## config.mk

```make
export PLATFORM = sky130hd
export DESIGN_NAME = deserializer_fsm
export DESIGN_NICKNAME = d
export VERILOG_FILES = /design/src/rtl/serdes_pkg.sv /design/src/rtl/serdes_bit_counter.sv /design/src/rtl/deserializer_fsm.sv
export SDC_FILE = /design/constraint.sdc
export NUM_CORES = 1
export LEC_CHECK = 0
export ABC_AREA = 1
export CORE_UTILIZATION = 35
export CTS_CLUSTER_SIZE = 16
export DETAILED_ROUTE_END_ITERATION = 7
export PLACE_DENSITY = 0.56
export SYNTH_ARGS = -nofsm -noshare
export SYNTH_HDL_FRONTEND = slang
export SYNTH_SLANG_ARGS = --single-unit
```

## constraint.sdc

```tcl
create_clock -name i_clk -period 2.1 [get_ports i_clk]
set_input_delay 0.525 -clock i_clk [delete_from_list [all_inputs] [get_ports i_clk]]
set_output_delay 0.525 -clock i_clk [all_outputs]
set_load 0.01 [all_outputs]
```

## src/rtl/serdes_pkg.sv

```systemverilog
// Shared serdes types: the framing state enum used by both serializer and deserializer.
// Latency: n/a (types only).
// Backpressure: n/a (types only).
package serdes_pkg;

  // Word framing states common to both directions of the serdes pair.
  typedef enum logic [1:0] {
    IDLE  = 2'd0,  // waiting for bit 0 of a new word
    SHIFT = 2'd1,  // word partially transferred
    FULL  = 2'd2   // complete word held, waiting for the far side
  } serdes_state_t;

  // Bit-index width for a word of len bits (len >= 2).
  function automatic int bit_idx_w(input int len);
    return (len > 1) ? $clog2(len) : 1;
  endfunction

endpackage

```

## src/rtl/serdes_bit_counter.sv

```systemverilog
// Bit-position counter for serdes framing, with synchronous clear and terminal-count flag.
// Latency: count updates on the clock edge after i_inc/i_clr; o_tc is combinational from the count.
// Backpressure: none; the owner gates i_inc with its own handshake.
//
// Ports:
//   i_clk, i_rst : clock, asynchronous active-high reset (count -> 0)
//   i_inc        : advance the count by one
//   i_clr        : return the count to 0 (wins over i_inc)
//   ov_cnt       : current bit index
//   o_tc         : count is at LENGTH-1 (last bit of the word)
module serdes_bit_counter
  import serdes_pkg::*;
#(
  parameter int LENGTH = 32
) (
  input  logic                      i_clk,
  input  logic                      i_rst,
  input  logic                      i_inc,
  input  logic                      i_clr,
  output logic [$clog2(LENGTH)-1:0] ov_cnt,
  output logic                      o_tc
);

  localparam int CW = bit_idx_w(LENGTH);

  logic [CW-1:0] cnt_q;

  always_ff @(posedge i_clk or posedge i_rst) begin
    if (i_rst) begin
      cnt_q <= '0;
    end else if (i_clr) begin
      cnt_q <= '0;
    end else if (i_inc) begin
      cnt_q <= cnt_q + CW'(1);
    end
  end

  assign ov_cnt = cnt_q;
  assign o_tc   = (cnt_q == CW'(LENGTH - 1));

endmodule

```

## src/rtl/deserializer_fsm.sv

```systemverilog
// Serial-to-parallel deserializer: assembles LENGTH bits (LSB first) into one word.
// Latency: o_dout_valid rises one cycle after the LENGTH-th accepted bit; min word period LENGTH+1.
// Backpressure: o_ready drops while a finished word waits for i_ready; i_en low freezes everything.
//
// Ports:
//   i_clk, i_rst   : clock, asynchronous active-high reset
//   i_en           : global enable; low holds all state
//   i_din          : serial data bit
//   i_din_valid    : i_din carries a valid bit
//   o_ready        : a serial bit can be accepted this cycle
//   ov_dout        : assembled parallel word
//   o_dout_valid   : ov_dout holds a complete word
//   i_ready        : downstream takes ov_dout when o_dout_valid is high
module deserializer_fsm
  import serdes_pkg::*;
#(
  parameter int LENGTH = 32
) (
  input  logic              i_clk,
  input  logic              i_rst,
  input  logic              i_en,
  input  logic              i_din,
  input  logic              i_din_valid,
  output logic              o_ready,
  output logic [LENGTH-1:0] ov_dout,
  output logic              o_dout_valid,
  input  logic              i_ready
);

  localparam int CW = bit_idx_w(LENGTH);

  serdes_state_t     state_q, state_d;
  logic [LENGTH-1:0] word_q, word_d;
  logic [CW-1:0]     cnt;
  logic              cnt_tc;
  logic              cnt_inc;
  logic              cnt_clr;
  logic              accept;

  serdes_bit_counter #(
    .LENGTH (LENGTH)
  ) u_bit_counter (
    .i_clk  (i_clk),
    .i_rst  (i_rst),
    .i_inc  (cnt_inc),
    .i_clr  (cnt_clr),
    .ov_cnt (cnt),
    .o_tc   (cnt_tc)
  );

  // o_ready already folds in i_en and reset, so accept is the full handshake.
  assign accept = i_din_valid & o_ready;

  always_comb begin
    state_d = state_q;
    word_d  = word_q;
    cnt_inc = 1'b0;
    cnt_clr = 1'b0;
    case (state_q)
      IDLE: begin
        // Counter is always 0 here, so bit 0 of the new word lands at index 0.
        if (accept) begin
          word_d[0] = i_din;
          cnt_inc   = 1'b1;
          state_d   = SHIFT;
        end
      end
      SHIFT: begin
        if (accept) begin
          word_d[cnt] = i_din;
          if (cnt_tc) begin
            cnt_clr = 1'b1;
            state_d = FULL;
          end else begin
            cnt_inc = 1'b1;
          end
        end
      end
      FULL: begin
        // Word is handed off only while enabled; serial input is ignored here.
        if (i_en && i_ready) begin
          state_d = IDLE;
        end
      end
      default: begin
        state_d = IDLE;
      end
    endcase
  end

  always_ff @(posedge i_clk or posedge i_rst) begin
    if (i_rst) begin
      state_q <= IDLE;
      word_q  <= '0;
    end else begin
      state_q <= state_d;
      word_q  <= word_d;
    end
  end

  // Reset gates o_ready directly: state reads IDLE during reset, which would otherwise show ready.
  assign o_ready      = i_en & ~i_rst & (state_q != FULL);
  assign o_dout_valid = (state_q == FULL);
  assign ov_dout      = word_q;

endmodule

```

==> qor.txt <==
====================================================================================================
Status                                                                                  finished, final reports clean
Maximum clock frequency                                                                    0.493 GHz
Critical R2R Capture                                                                      state_q[0]
Routed len/inst                                                                              11.8 um
Area delta synth->final                                                                        26.8%
Clock-pin slew reported for the worst setup and hold paths after clock tree synthesis        0.07 ns
Buffers added on ports                                                                            39
Number of pins exceeding their max-slew limit in the final report                                  0
Data required, critical path                                                                 1.57 ns
Routed vias/inst                                                                                4.62
Slowest library cell on the worst path                                                  sky130_fd_sc_hd__clkdlybuf4s50_1
Largest net degree at the start of global routing                                                 40
Top Ports                                                                                         40
CTS root buf                                                                            sky130_fd_sc_hd__clkbuf_8
Number of antenna violations at the first check in global routing                                  0
DRT antenna net count                                                                              0
DIE AREA                                                                                    6280 um2
Startpoint of the most critical register-to-register path                               u_bit_counter.ov_cnt[0]
Post-Synthesis Cell Area                                                                    2090 um2
Clock Tree Buf Depth                                                                               2
Sequential element share of the synthesized area                                               0.468
Total wire length after detailed routing                                                     4590 um
Tot GR Track Use                                                                               0.169
Accumulated negative setup slack                                                                0 ns
Share of the clock period used by the worst path after layout                                  0.966
Cell depth of the worst flop-to-flop path                                                          7
H-tree depth                                                                                       2
Crit path launch type                                                                   primary input
GR Overflow Total                                                                                  0
Via count of the first global-routing pass                                                      1732
Count of vias placed by the detailed router                                                     1802
Total number of nets in the final design                                                         329
Highest net fanout along the worst path                                                            2
Routability cong.                                                                              0.754
Arrival time at the worst endpoint                                                           1.50 ns
Net Count, Synth                                                                                 286
Crit end category                                                                        output port
Final worst clock skew                                                                    0.00430 ns
Register-to-Register Setup Slack                                                             0.53 ns
Hold Vio Cnt, Final                                                                                0
DR DRC count                                                                                       0
Hold buffer count at CTS                                                                           0
Ant. Diodes                                                                                        0
Vertical extent of the die                                                                   79.2 um
Share of layout cells above drive strength 1                                                  0.0692
Max-cap viol count                                                                                 0
Post-layout total power                                                                      2110 uW
CORE AREA                                                                                   5640 um2
Cell area after placement                                                                   2560 um2
Top cells by area in the synthesized netlist                                            sky130_fd_sc_hd__dfrtp_1, sky130_fd_sc_hd__nand2_1, sky130_fd_sc_hd__nand3_1
Worst Hold Path EP                                                                       ov_dout[18]
Worst-case vdd ir drop                                                                      0.431 mV
Die width                                                                                    79.2 um
Synth cell types                                                                                  22
Critical-path cell list                                                                 clkdlybuf4s50_1 > inv_1 > nor3_1 > clkdlybuf4s15_1
Clk sinks                                                                                         39
Warning count from the yosys run                                                                   0
Biggest area consumer among synthesized cells                                           sky130_fd_sc_hd__dfrtp_1
Clock latency on the worst-skew pair                                                         0.29 ns
Yosys reg bits                                                                                    39
Count of flip-flops with a built-in enable after synthesis                                         0
Gate Count Post-Synth                                                                            275
Share of flip-flops with an asynchronous set or reset                                           1.00
Starting Density                                                                               0.370
Power per unit of standard cell area                                                      798 nW/um2
TritonCTS clock tree                                                                           built
Number of buffers created by CTS                                                                   5
Worst hold path cell count                                                                         2
Kind of critical path                                                                   primary input to output port
Hold Startpoint                                                                          ov_dout[18]
Rel. slew slack                                                                                0.748
Leak                                                                                      0.00127 uW
Hold Crit Class                                                                         flop to flop
Avg Inst Size Synth                                                                         7.59 um2
Final critical delay including setup and external delays                                     2.03 ns
Num rows                                                                                          27
Post-DP HPWL                                                                                 3070 um
Area share of the largest cell type after synthesis                                            0.468
Hold_ws                                                                                     0.473 ns
Unrepaired setup endpoints after global routing                                                   no
Flip-flop cell with the highest count after synthesis                                   sky130_fd_sc_hd__dfrtp_1
Worst-margin pin slew                                                                       0.377 ns
Critical Path Max Stage Delay                                                                0.48 ns
Total setup buffers inserted after CTS                                                             0
Setup violations, final                                                                            0
Number of violations reported at the end of detailed-routing iteration 0                         162
Design Area, Final                                                                          2650 um2
Router iterations before antenna repair                                                            4
Wire length of the first global-routing pass                                                 8140 um
====================================================================================================
==> power by group <==
part | internal, uW | switching, uW | total (uW) | leakage, uW
Sequential | 852 | 93.1 | 945 | 0.000530
Clock | 258 | 270 | 528 | 0.0000470
Combinational | 260 | 379 | 639 | 0.000694
Total | 1370 | 742 | 2110 | 0.00127
==> cell families (layout without fill, tap and decap cells) <==
logic type      Yosys count  in the layout  synth area share
fa+ha+maj                 5              5            0.0300
buf+inv                  26             69            0.0761
simple gates            199            199             0.407
compound gates            4              4            0.0108
flops                    39             39             0.468
xor+xnor                  2              2           0.00839
==> routing by layer <==
metal / vias to the layer above / share of wire / global-route usage
met4: 0 / 0.012 / 0.0491
li1: 945 / - / -
met5: - / 0 / 0
met3: 6 / 0.037 / 0.0391
met1: 813 / 0.48 / 0.233
met2: 38 / 0.47 / 0.262
==> cells in the mapped netlist, types with 2 or more instances <==
cell type / number
sky130_fd_sc_hd__nor3_1: 2
sky130_fd_sc_hd__nand3_1: 44
sky130_fd_sc_hd__buf_8: 3
sky130_fd_sc_hd__buf_6: 3
sky130_fd_sc_hd__ha_1: 5
sky130_fd_sc_hd__buf_2: 4
sky130_fd_sc_hd__nor2_1: 34
sky130_fd_sc_hd__nand2_1: 113
sky130_fd_sc_hd__inv_2: 3
sky130_fd_sc_hd__xor2_1: 2
sky130_fd_sc_hd__dfrtp_1: 39
sky130_fd_sc_hd__inv_1: 12
sky130_fd_sc_hd__o21ai_0: 2
==> area by class of cell <==
cell class	instances	area, um2
flip-flops and latches	39	976
clock buffers	6	82.6
fillers	545	3000
inverters	16	60.1
repair buffers	46	480
well taps	72	90.1
clock inverters	1	5.00
multi-input cells	210	952
==> worst max-delay path, delay by kind of cell <==
family	cells	cell delay (ns)
buffers and inverters	3	0.80
and+or+nand+nor	1	0.17
==> through the flow <==
stage	util	setup WS, ns	cells
2_1_floorplan	-	0.581	275
4_1_cts	0.469	0.0649	390
6_report	0.469	0.0724	390
3_3_place_gp	0.454	-0.187	383
5_1_grt	0.469	0.00735	390
3_5_place_dp	0.454	-0.218	383
==> state kept, by name (all words and copies together), names as in the netlist <==
signal and flops:
ov_dout 32, u_bit_counter.ov_cnt 5, state_q 2
==> worst max-delay path by stage <==
stage,from,to,slack [ns]
final,i_en,o_ready,0.07
after CTS,i_en,o_ready,0.06
after detailed placement,i_en,o_ready,-0.22
after floorplan,u_bit_counter.ov_cnt[0],state_q[0],0.58
after global routing,i_en,o_ready,0.007
after global placement,i_en,o_ready,-0.19
==> layout by cell type, fill, tap and decap left out <==
cell type and count:
sky130_fd_sc_hd__nor2_8 1, sky130_fd_sc_hd__nand3_4 1, sky130_fd_sc_hd__inv_1 12, sky130_fd_sc_hd__nand3_1 44, sky130_fd_sc_hd__nor2_2 1, sky130_fd_sc_hd__o21ai_0 2, sky130_fd_sc_hd__xor2_1 2, sky130_fd_sc_hd__buf_4 4
sky130_fd_sc_hd__nor3_1 2, sky130_fd_sc_hd__inv_2 3, sky130_fd_sc_hd__ha_1 5, sky130_fd_sc_hd__clkinv_2 1, sky130_fd_sc_hd__nor2_4 1, sky130_fd_sc_hd__nand2_1 113, sky130_fd_sc_hd__clkdlybuf4s15_1 1, sky130_fd_sc_hd__nand2_2 1
sky130_fd_sc_hd__dfrtp_1 39, sky130_fd_sc_hd__nand4_1 1, sky130_fd_sc_hd__clkdlybuf4s50_1 38, sky130_fd_sc_hd__a21boi_0 1, sky130_fd_sc_hd__clkbuf_8 6, sky130_fd_sc_hd__a21oi_1 1, sky130_fd_sc_hd__clkinv_1 1, sky130_fd_sc_hd__buf_12 3
sky130_fd_sc_hd__nor2_1 34
==> repair_timing <==
action / CTS / global route
endpoints found under the setup margin: 1 / 1
resized for setup: 1 / 1
hold endpoints to repair: 0 / 0
No activity file was read; power rests on OpenSTA's default activity.
